==> config.mk <==
export PLATFORM = sky130hd
export DESIGN_NAME = sfilt_seq
export DESIGN_NICKNAME = d
export VERILOG_FILES = /design/src/rtl/sfilt_pkg.sv /design/src/rtl/sfilt_seq_dline.sv /design/src/rtl/sfilt_seq.sv
export SDC_FILE = /design/constraint.sdc
export NUM_CORES = 1
export LEC_CHECK = 0
export CORE_MARGIN = 2
export CORE_UTILIZATION = 40
export DETAILED_ROUTE_END_ITERATION = 6
export PLACE_DENSITY_LB_ADDON = 0.15
export SLEW_MARGIN = 10
export SYNTH_ARGS = -nofsm -noshare
export SYNTH_HDL_FRONTEND = slang
export SYNTH_SLANG_ARGS = --single-unit
==> constraint.sdc <==
create_clock -name clk -period 4.1 [get_ports clk]
set_input_delay 0.615 -clock clk [delete_from_list [all_inputs] [get_ports clk]]
set_output_delay 0.615 -clock clk [all_outputs]
set_load 0.02 [all_outputs]
==> src/rtl/sfilt_pkg.sv <==
// Shared definitions for the FIR sequencer and the multiply-accumulate filter datapath.
package sfilt_pkg;

    localparam int unsigned DATA_W  = 32;
    localparam int unsigned SHIFT_W = 7;

    localparam logic [1:0] CMD_FIRST = 2'd0;
    localparam logic [1:0] CMD_MAC   = 2'd1;
    localparam logic [1:0] CMD_SHIFT = 2'd2;
    localparam logic [1:0] CMD_OUT   = 2'd3;

    typedef enum logic [1:0] {
        StIdle,
        StMac,
        StShift,
        StFlush
    } seq_state_e;

endpackage

==> src/rtl/sfilt_seq_dline.sv <==
// Circular sample delay line: one write per accepted sample, pointer advance at end of pass,
// combinational read at a tap offset behind the newest sample.
module sfilt_seq_dline
    import sfilt_pkg::*;
#(
    parameter int unsigned NTAPS = 16,
    parameter int unsigned AW    = 4
) (
    input  logic              clk,
    input  logic              rst,
    input  logic              i_we,
    input  logic [DATA_W-1:0] i_wdata,
    input  logic              i_adv,
    input  logic [AW-1:0]     i_off,
    output logic [DATA_W-1:0] o_rdata
);

    localparam logic [AW-1:0] NTapsA  = AW'(NTAPS);
    localparam logic [AW-1:0] LastIdx = AW'(NTAPS - 1);

    logic [DATA_W-1:0] r_buf [NTAPS];
    logic [AW-1:0]     r_wp;
    logic [AW-1:0]     w_idx;

    // NTAPS need not be a power of two, so wrap by compare rather than by truncation.
    always_comb begin
        if (r_wp >= i_off) begin
            w_idx = r_wp - i_off;
        end else begin
            w_idx = r_wp + NTapsA - i_off;
        end
    end

    assign o_rdata = r_buf[w_idx];

    always_ff @(posedge clk) begin
        if (rst) begin
            r_wp <= '0;
            for (int i = 0; i < int'(NTAPS); i++) begin
                r_buf[i] <= '0;
            end
        end else begin
            if (i_we) begin
                r_buf[r_wp] <= i_wdata;
            end
            if (i_adv) begin
                r_wp <= (r_wp == LastIdx) ? '0 : r_wp + 1'b1;
            end
        end
    end

endmodule

==> src/rtl/sfilt_seq.sv <==
// FIR pass sequencer: per accepted sample, issues n multiply commands, one shift/round
// and one output command to the shared MAC filter datapath.
module sfilt_seq
    import sfilt_pkg::*;
#(
    parameter int unsigned NTAPS = 16,
    parameter int unsigned AW    = 4
) (
    input  logic               clk,
    input  logic               rst,
    input  logic               s_push,
    input  logic [DATA_W-1:0]  s_data,
    output logic               s_ready,
    input  logic               coef_we,
    input  logic [AW-1:0]      coef_addr,
    input  logic [DATA_W-1:0]  coef_wdata,
    input  logic [AW:0]        ntaps_cfg,
    input  logic [SHIFT_W-1:0] shift_cfg,
    output logic               f_pushin,
    output logic [1:0]         f_cmd,
    output logic [DATA_W-1:0]  f_q,
    output logic [DATA_W-1:0]  f_h,
    output logic               busy,
    output logic               cfg_err
);

    localparam logic [AW:0] NTapsW = (AW + 1)'(NTAPS);

    seq_state_e         r_state;
    logic [AW-1:0]      r_k;
    logic [AW-1:0]      r_last;
    logic [SHIFT_W-1:0] r_sh;
    logic               r_pushin;
    logic [1:0]         r_cmd;
    logic [DATA_W-1:0]  r_q;
    logic [DATA_W-1:0]  r_h;
    logic               r_cfg_err;
    logic [DATA_W-1:0]  r_coef [NTAPS];

    logic               w_idle;
    logic               w_accept;
    logic               w_coef_wr;
    logic [AW:0]        w_n;
    logic [AW-1:0]      w_last;
    logic [AW-1:0]      w_off;
    logic [DATA_W-1:0]  w_rdata;
    logic [DATA_W-1:0]  w_coef0;

    assign w_idle    = (r_state == StIdle);
    assign w_accept  = s_push && w_idle;
    assign w_coef_wr = coef_we && w_idle && !rst && ({1'b0, coef_addr} < NTapsW);
    assign w_off     = r_k + 1'b1;

    always_comb begin
        if (ntaps_cfg == '0) begin
            w_n = (AW + 1)'(1);
        end else if (ntaps_cfg > NTapsW) begin
            w_n = NTapsW;
        end else begin
            w_n = ntaps_cfg;
        end
        w_last = AW'(w_n - 1'b1);
    end

    // A write to coef[0] on the acceptance edge must already be seen by tap 0.
    assign w_coef0 = (w_coef_wr && coef_addr == '0) ? coef_wdata : r_coef[0];

    sfilt_seq_dline #(
        .NTAPS (NTAPS),
        .AW    (AW)
    ) u_dline (
        .clk     (clk),
        .rst     (rst),
        .i_we    (w_accept),
        .i_wdata (s_data),
        .i_adv   (r_state == StFlush),
        .i_off   (w_off),
        .o_rdata (w_rdata)
    );

    always_ff @(posedge clk) begin
        if (w_coef_wr) begin
            r_coef[coef_addr] <= coef_wdata;
        end
    end

    // Outputs are loaded one edge ahead so that they line up with the state they describe.
    always_ff @(posedge clk) begin
        if (rst) begin
            r_state   <= StIdle;
            r_k       <= '0;
            r_last    <= '0;
            r_sh      <= '0;
            r_pushin  <= 1'b0;
            r_cmd     <= CMD_FIRST;
            r_q       <= '0;
            r_h       <= '0;
            r_cfg_err <= 1'b0;
        end else begin
            if (coef_we && !w_idle) begin
                r_cfg_err <= 1'b1;
            end
            unique case (r_state)
                StIdle: begin
                    r_pushin <= 1'b0;
                    r_cmd    <= CMD_FIRST;
                    r_q      <= '0;
                    r_h      <= '0;
                    if (s_push) begin
                        r_state  <= StMac;
                        r_k      <= '0;
                        r_last   <= w_last;
                        r_sh     <= shift_cfg;
                        r_pushin <= 1'b1;
                        r_q      <= s_data;
                        r_h      <= w_coef0;
                    end
                end
                StMac: begin
                    if (r_k == r_last) begin
                        r_state <= StShift;
                        r_cmd   <= CMD_SHIFT;
                        r_q     <= '0;
                        r_h     <= {{(DATA_W - SHIFT_W){1'b0}}, r_sh};
                    end else begin
                        r_k   <= w_off;
                        r_cmd <= CMD_MAC;
                        r_q   <= w_rdata;
                        r_h   <= r_coef[w_off];
                    end
                end
                StShift: begin
                    r_state <= StFlush;
                    r_cmd   <= CMD_OUT;
                    r_q     <= '0;
                    r_h     <= '0;
                end
                StFlush: begin
                    r_state  <= StIdle;
                    r_pushin <= 1'b0;
                    r_cmd    <= CMD_FIRST;
                    r_q      <= '0;
                    r_h      <= '0;
                end
            endcase
        end
    end

    assign s_ready  = w_idle;
    assign busy     = !w_idle;
    assign f_pushin = r_pushin;
    assign f_cmd    = r_cmd;
    assign f_q      = r_q;
    assign f_h      = r_h;
    assign cfg_err  = r_cfg_err;

endmodule

==> flow_summary.yaml, run 1 <==
final_layout:
  fillers: 9568
  drive_gt1_frac: 0.215
  seqCellArea_um2: 32500
  stdcell_area_um2: 53800
  num-nets-final: 2828
  syn_to_final_growth_pct: 16.5
  layout_commonest_cell: "edfxtp_1"
  multi_input_area_um2: 13000
  most-common-layout-cells: "1024 x edfxtp_1, 513 x and2_1, 288 x mux4_2"
  finalNonFillerCells: 4345
power_and_ir_drop:
  clock_power_share: 0.362
  sw_frac_of_total: 0.262
  p_int_mw: 21.4
  p_switching_mw: 7.63
  p_leak_nw: 18.0
  ir_worst_vdd_v: 0.000421
  power_density_nw_per_um2: 540
  power_frac_comb: 0.188
  seqPwrFrac: 0.450
synthesis:
  yosys_register_bits: 1113
  synth_top_flop_cell: "edfxtp_1"
  synth_area_um2: 46200
  synth.avg_cell_area_um2: 18.0
  yosys_warnings: 0
  synth_area_leaders: "edfxtp_1 67%, mux4_2 14%, and2_1 6.9%, dfxtp_1 3.9%, mux2i_1 1.5%"
  ys_types: 47
  synth_edf_count: 1024
  yosysSeqAreaShare: 0.704
  async_flop_share: 0
  synth_top_area_share: 0.665
  postSynthCellCount: 2563
  synth_largest_area_cell: "edfxtp_1"
  syn_nets: 2663
cts:
  htreeDepth: 3
  cts_tree: "built"
  clk-insertion-delay-late_ns: 0.71
  cts_root_buf: "clkbuf_16"
  post_cts_buffers: 0
  clk_pin_slew_ns: 0.07
  cts_buffers: 117
  ctsResizeCount: 0
  cts_hold_buf: 0
  clock_sinks: 1113
  clockBufferDepth: 3
placed_design:
  pre_cts_ws_ns: 0.645
  dpl_cell_area_um2: 50000
  dpl.hpwl_um: 67500
  port_buffers: 153
  placed_cells: 4121
  gp_congestion: 0.783
floorplan:
  coreArea_um2: 115000
  io_pins: 154
  die_h_um: 344
  die-width_um: 344
  die_area_um2: 118000
  start_util: 0.404
  core.rowCount: 124
timing:
  rsz0062_at_grt: "false"
  slew_headroom: 0.277
  fin_crit_sh: 0.822
  hold_viol: 0
  clock.fmax_mhz: 297
  min_period_ns: 3.37
  tightest_slew_ns: 1.09
  tns_ns: 0
  drv_slew: 0
  setup_viol: 0
  setup_ws_ns: 0.728
  finalClockSkew_ns: 0.0222
setup_path:
  worstPathCellList: "inv_1 > ha_1 > nand3b_1 > or3_1 > nor3_4 > buf_12 > mux2i_1 > nor2_1 > a221o_1"
  reg2reg_slack_ns: 0.73
  cp_top_family: "simple AND/OR/NAND/NOR gates"
  cpPeakStageDelay_ns: 0.64
  crit_fanout: 36
  cpMaxStageDelayCell: "or3_1"
  endpoint_kind: "flip-flop"
  crit_type: "flip-flop to flip-flop"
  crit_buf_inv: 2
  start_kind: "flip-flop"
  required_ns: 4.69
  crit_arrival_ns: 3.96
global_route:
  antenna_found_initial: 5
  grt.total_usage: 0.200
  grt_pass1_vias: 24582
  grt_overflow_total: 0
  grt_first_pass_wirelength_um: 171000
  grt_max_degree: 129
routing:
  routed_wl_um: 117000
  antenna_left: 0
  detail_route.vias_per_cell: 5.41
  first_pass_iters: 7
  first_iter_violations: 1795
  route.detailed.drc: 0
  routedWlPerCell_um: 27.0
  via_count: 23517
hold_path:
  hp-class: "flip-flop to flip-flop"
outcome:
  run_status: "finished, final reports clean"
flow_run:
  maxCapViolCount: 0
-- Yosys cell counts (2+ instances only) --
| master | count |
|---|---|
| clkbuf_1 | 134 |
| ha_1 | 15 |
| xnor2_1 | 7 |
| mux2i_1 | 67 |
| dfxtp_1 | 89 |
| o2bb2ai_1 | 25 |
| nor3_1 | 14 |
| and3_1 | 32 |
| nor2_1 | 51 |
| a21boi_0 | 32 |
| or2_2 | 16 |
| buf_6 | 9 |
| inv_1 | 12 |
| nor2b_1 | 2 |
| o211ai_1 | 32 |
| nand4_1 | 2 |
| nand3_1 | 4 |
| nand3b_1 | 4 |
| buf_4 | 8 |
| o21ai_1 | 31 |
| mux4_2 | 288 |
| buf_12 | 3 |
| a221o_1 | 7 |
| buf_1 | 4 |
| nand2b_1 | 5 |
| nor3b_1 | 2 |
| and2_1 | 513 |
| buf_2 | 31 |
| a211oi_1 | 3 |
| o21ai_0 | 5 |
| a21oi_1 | 17 |
| xor2_1 | 2 |
| o21bai_1 | 2 |
| edfxtp_1 | 1024 |
| nand2_1 | 59 |
-- metrics by stage --
stage          power (mW)  hold WS [ns]   util
2_1_floorplan        16.9         0.436      -
6_report             29.1         0.474  0.470
3_5_place_dp         18.9         0.464  0.437
4_1_cts              29.4         0.422  0.470
5_1_grt              30.2         0.465  0.470
3_3_place_gp         18.8         0.463  0.437
-- worst reg2reg max path: stages (launching register included) --
cell	delay, ns
dfxtp_1	0.35
inv_1	0.14
ha_1	0.43
nand3b_1	0.48
or3_1	0.65
nor3_4	0.28
buf_12	0.27
mux2i_1	0.35
nor2_1	0.06
a221o_1	0.28
-- path summary, 6_finish.rpt --
path | startpoint | to | cells past startpoint
setup / recovery | r_state[0] | f_h[1] | 9
hold reg to reg | r_sh[3] | r_sh[3] | 2
setup reg to reg | r_state[0] | f_h[1] | 9
hold / removal | r_sh[3] | r_sh[3] | 2
-- routing by layer --
metal / global-route usage / routed length [um]
met5: 0 / 40
met4: 0.0488 / 2310
met3: 0.0302 / 5660
met2: 0.339 / 58600
met1: 0.271 / 50600
-- area by class of cell --
cell class                      instances  share of cell area
Antenna cell                            2           0.0000929
Clock buffer                          159              0.0603
Clock inverter                         63              0.0108
Inverter                               12            0.000837
Multi-Input combinational cell       1249               0.241
Sequential cell                      1113               0.604
Tap cell                             1512              0.0351
Timing Repair Buffer                  235              0.0472
-- flip-flops by register name (all words and copies together), names as in the netlist --
signal	count
cfg_err	1
f_cmd	2
f_h	32
f_pushin	1
f_q	32
r_coef	512
r_k	4
r_last	4
r_sh	7
r_state	2
u_dline.r_buf	512
u_dline.r_wp	4
-- power by group through the flow --
stage	Clock [mW]	Combinational (mW)	Sequential [mW]
finish	10.5	5.47	13.1
detailed placement	0	5.55	13.3
CTS	10.8	5.57	13.1
global placement	0	5.53	13.3
floorplan	0	3.54	13.4
global route	11.2	5.84	13.1
-- cells by family (layout without fill, tap and decap cells) --
kind of cell / Yosys count / in the layout / synth area share
AO/OA/AOI/OAI: 157 / 157 / 0.0237
multiplexers: 356 / 356 / 0.155
XOR/XNOR: 10 / 10 / 0.00219
flip-flops: 1113 / 1113 / 0.704
other: 0 / 2 / 0
AND/OR/NAND/NOR: 710 / 710 / 0.0906
adder cells (fa/ha/maj): 16 / 16 / 0.00449
buffers and inverters: 201 / 469 / 0.0203
No activity file was read; power rests on OpenSTA's default activity.
==> inputs of run 2 (changes only) <==
Clock period 4.1 ns to 2.8 ns, I/O delays scaled along.
==> flow_summary.yaml, run 2 (synthesis gave the netlist of run 1 again) <==
power_and_ir_drop:
  p_int_mw: 33.1
  power_density_nw_per_um2: 798
  clock_power_share: 0.364
  ir_worst_vdd_v: 0.000541
  sw_frac_of_total: 0.257
  seqPwrFrac: 0.429
  p_leak_nw: 19.0
  power_frac_comb: 0.207
  p_switching_mw: 11.4
routing:
  routed_wl_um: 123000
  maxUsedRoutingLayer: "met5"
  routedWlPerCell_um: 27.5
  antenna_left: 0
  via_count: 24415
  first_pass_iters: 5
  route.detailed.drc: 0
  met1Wirelength_um: 49500
  first_iter_violations: 2077
  route.met2.wl_um: 63000
  wl_met3_um: 7340
  detail_route.vias_per_cell: 5.46
cts:
  cts_buffers: 119
  clk_pin_slew_ns: 0.06
  clockBufferDepth: 3
  clock_sinks: 1113
  cts_tree: "built"
  htreeDepth: 3
  cts_hold_buf: 0
  cts_root_buf: "clkbuf_16"
  clk-insertion-delay-late_ns: 0.72
setup_path:
  rr_startpoint: "r_k[1]"
  crit_type: "flip-flop to flip-flop"
  start_kind: "flip-flop"
  required_ns: 3.38
  cpMaxStageDelayCell: "fa_4"
  worstReg2RegEnd: "f_q[8]"
  worstPathCellList: "ha_4 > fa_4 > buf_12 > buf_6 > clkbuf_16 > mux4_2 > a21boi_0 > o21ai_1 > o211ai_1"
  crit_fanout: 5
  crit_arrival_ns: 3.33
  worstRegToRegCells: 9
  cpPeakStageDelay_ns: 0.85
  endpoint_kind: "flip-flop"
  reg2reg_slack_ns: 0.05
global_route:
  grt_first_pass_wirelength_um: 177000
  antenna_found_initial: 12
  grt_pass1_vias: 25609
  grt_overflow_total: 0
  grt_max_degree: 56
  grt.total_usage: 0.208
floorplan:
  coreArea_um2: 115000
  die_area_um2: 118000
  die_h_um: 344
  start_util: 0.404
  die-width_um: 344
  core.rowCount: 124
  io_pins: 154
outcome:
  run_status: "finished, final reports clean"
hold_path:
  hp-class: "input pin to flip-flop"
  holdPathEnd: "r_k[0]"
  worstHoldStart: "rst"
  hold_depth: 2
timing:
  drv_slew: 0
  tightest_slew_ns: 1.01
  clock.fmax_mhz: 364
  hold_viol: 0
  min_period_ns: 2.75
  finalClockSkew_ns: 0.0340
  setup_viol: 0
  fin_crit_sh: 0.981
  slew_headroom: 0.321
final_layout:
  num-nets-final: 2951
  stdcell_area_um2: 55900
  most-common-layout-cells: "1024 x edfxtp_1, 513 x and2_1, 288 x mux4_2"
  drive_gt1_frac: 0.255
  layout_commonest_cell: "edfxtp_1"
  syn_to_final_growth_pct: 20.9
  reg_top3: "r_coef x512, u_dline.r_buf x512"
  finalNonFillerCells: 4468
placed_design:
  placed_cells: 4213
  dpl_cell_area_um2: 51400
  gp_congestion: 0.784
  port_buffers: 153
  dpl.hpwl_um: 73300
flow_run:
  maxCapViolCount: 0
==> run 2: cell count changes in the layout (fill, tap and decap cells not counted), moves of 5 or more <==
cell and delta:
buf_6 +6, clkbuf_16 +6, mux2i_4 +6, buf_12 +55
bufinv_16 +8, mux2i_1 -8, buf_4 +57, clkinv_1 -5
==> run 2: final cells by class <==
cell class	count	area (um2)
clock buffer	155	3260
antenna	2	5.00
fill	9424	58600
sequential	1113	32500
inverter	12	45.0
timing repair buffer	356	4210
tap	1512	1890
multi-input combinational	1249	13100
clock inverter	69	825
==> run 2: worst max-delay path by stage <==
stage,from,to,slack (ns),cells past startpoint
2_1_floorplan,r_state[0],r_coef[4][0],-0.33,5
3_3_place_gp,r_k[0],f_q[1],-0.07,8
3_5_place_dp,coef_we,f_h[6],-0.08,9
4_1_cts,r_k[0],f_q[28],-0.01,9
5_1_grt,r_k[1],f_q[22],-0.006,9
6_report,r_k[1],f_q[8],0.05,9
==> run 2: power groups by stage <==
| stage | Sequential [mW] | Clock (mW) | Combinational, mW |
|---|---|---|---|
| global placement | 19.5 | 0 | 8.56 |
| finish | 19.1 | 16.2 | 9.23 |
| floorplan | 19.6 | 0 | 5.28 |
| global route | 19.2 | 17.2 | 9.83 |
| CTS | 19.1 | 16.6 | 8.70 |
| detailed placement | 19.5 | 0 | 8.59 |
==> run 2: through the flow <==
stage	worst slack, ns	utilization	power, mW	TNS (ns)	hold slack, ns
after floorplan	-0.326	-	24.8	-64.49	0.436
after global placement	-0.0709	0.449	28.0	-0.319	0.453
after detailed placement	-0.0808	0.449	28.1	-0.486	0.466
after CTS	-0.0126	0.485	44.4	-0.0126	0.0493
after global routing	-0.00630	0.488	46.2	-0.0100	0.102
final	0.0538	0.488	44.6	0	0.121
==> run 2: routing by layer <==
layer  up-vias  track usage
li1      10550            -
met1     12935        0.267
met2       736        0.363
met3       188       0.0370
met4         6       0.0584
met5         -            0
==> run 2: repair_timing <==
action,4_1_cts,5_1_grt
setup buffers,3,21
pin swaps,0,10
resized for setup,7,17
setup endpoints to repair,8,21
cloned,0,5
==> run 2: critical path: cells and delay by family (launching register included) <==
family	cells	cell delay, ns
adders and majority gates	2	1.10
AOI/OAI and AO/OA	3	0.46
buffers and inverters	3	0.41
DFF	1	0.34
muxes	1	0.31
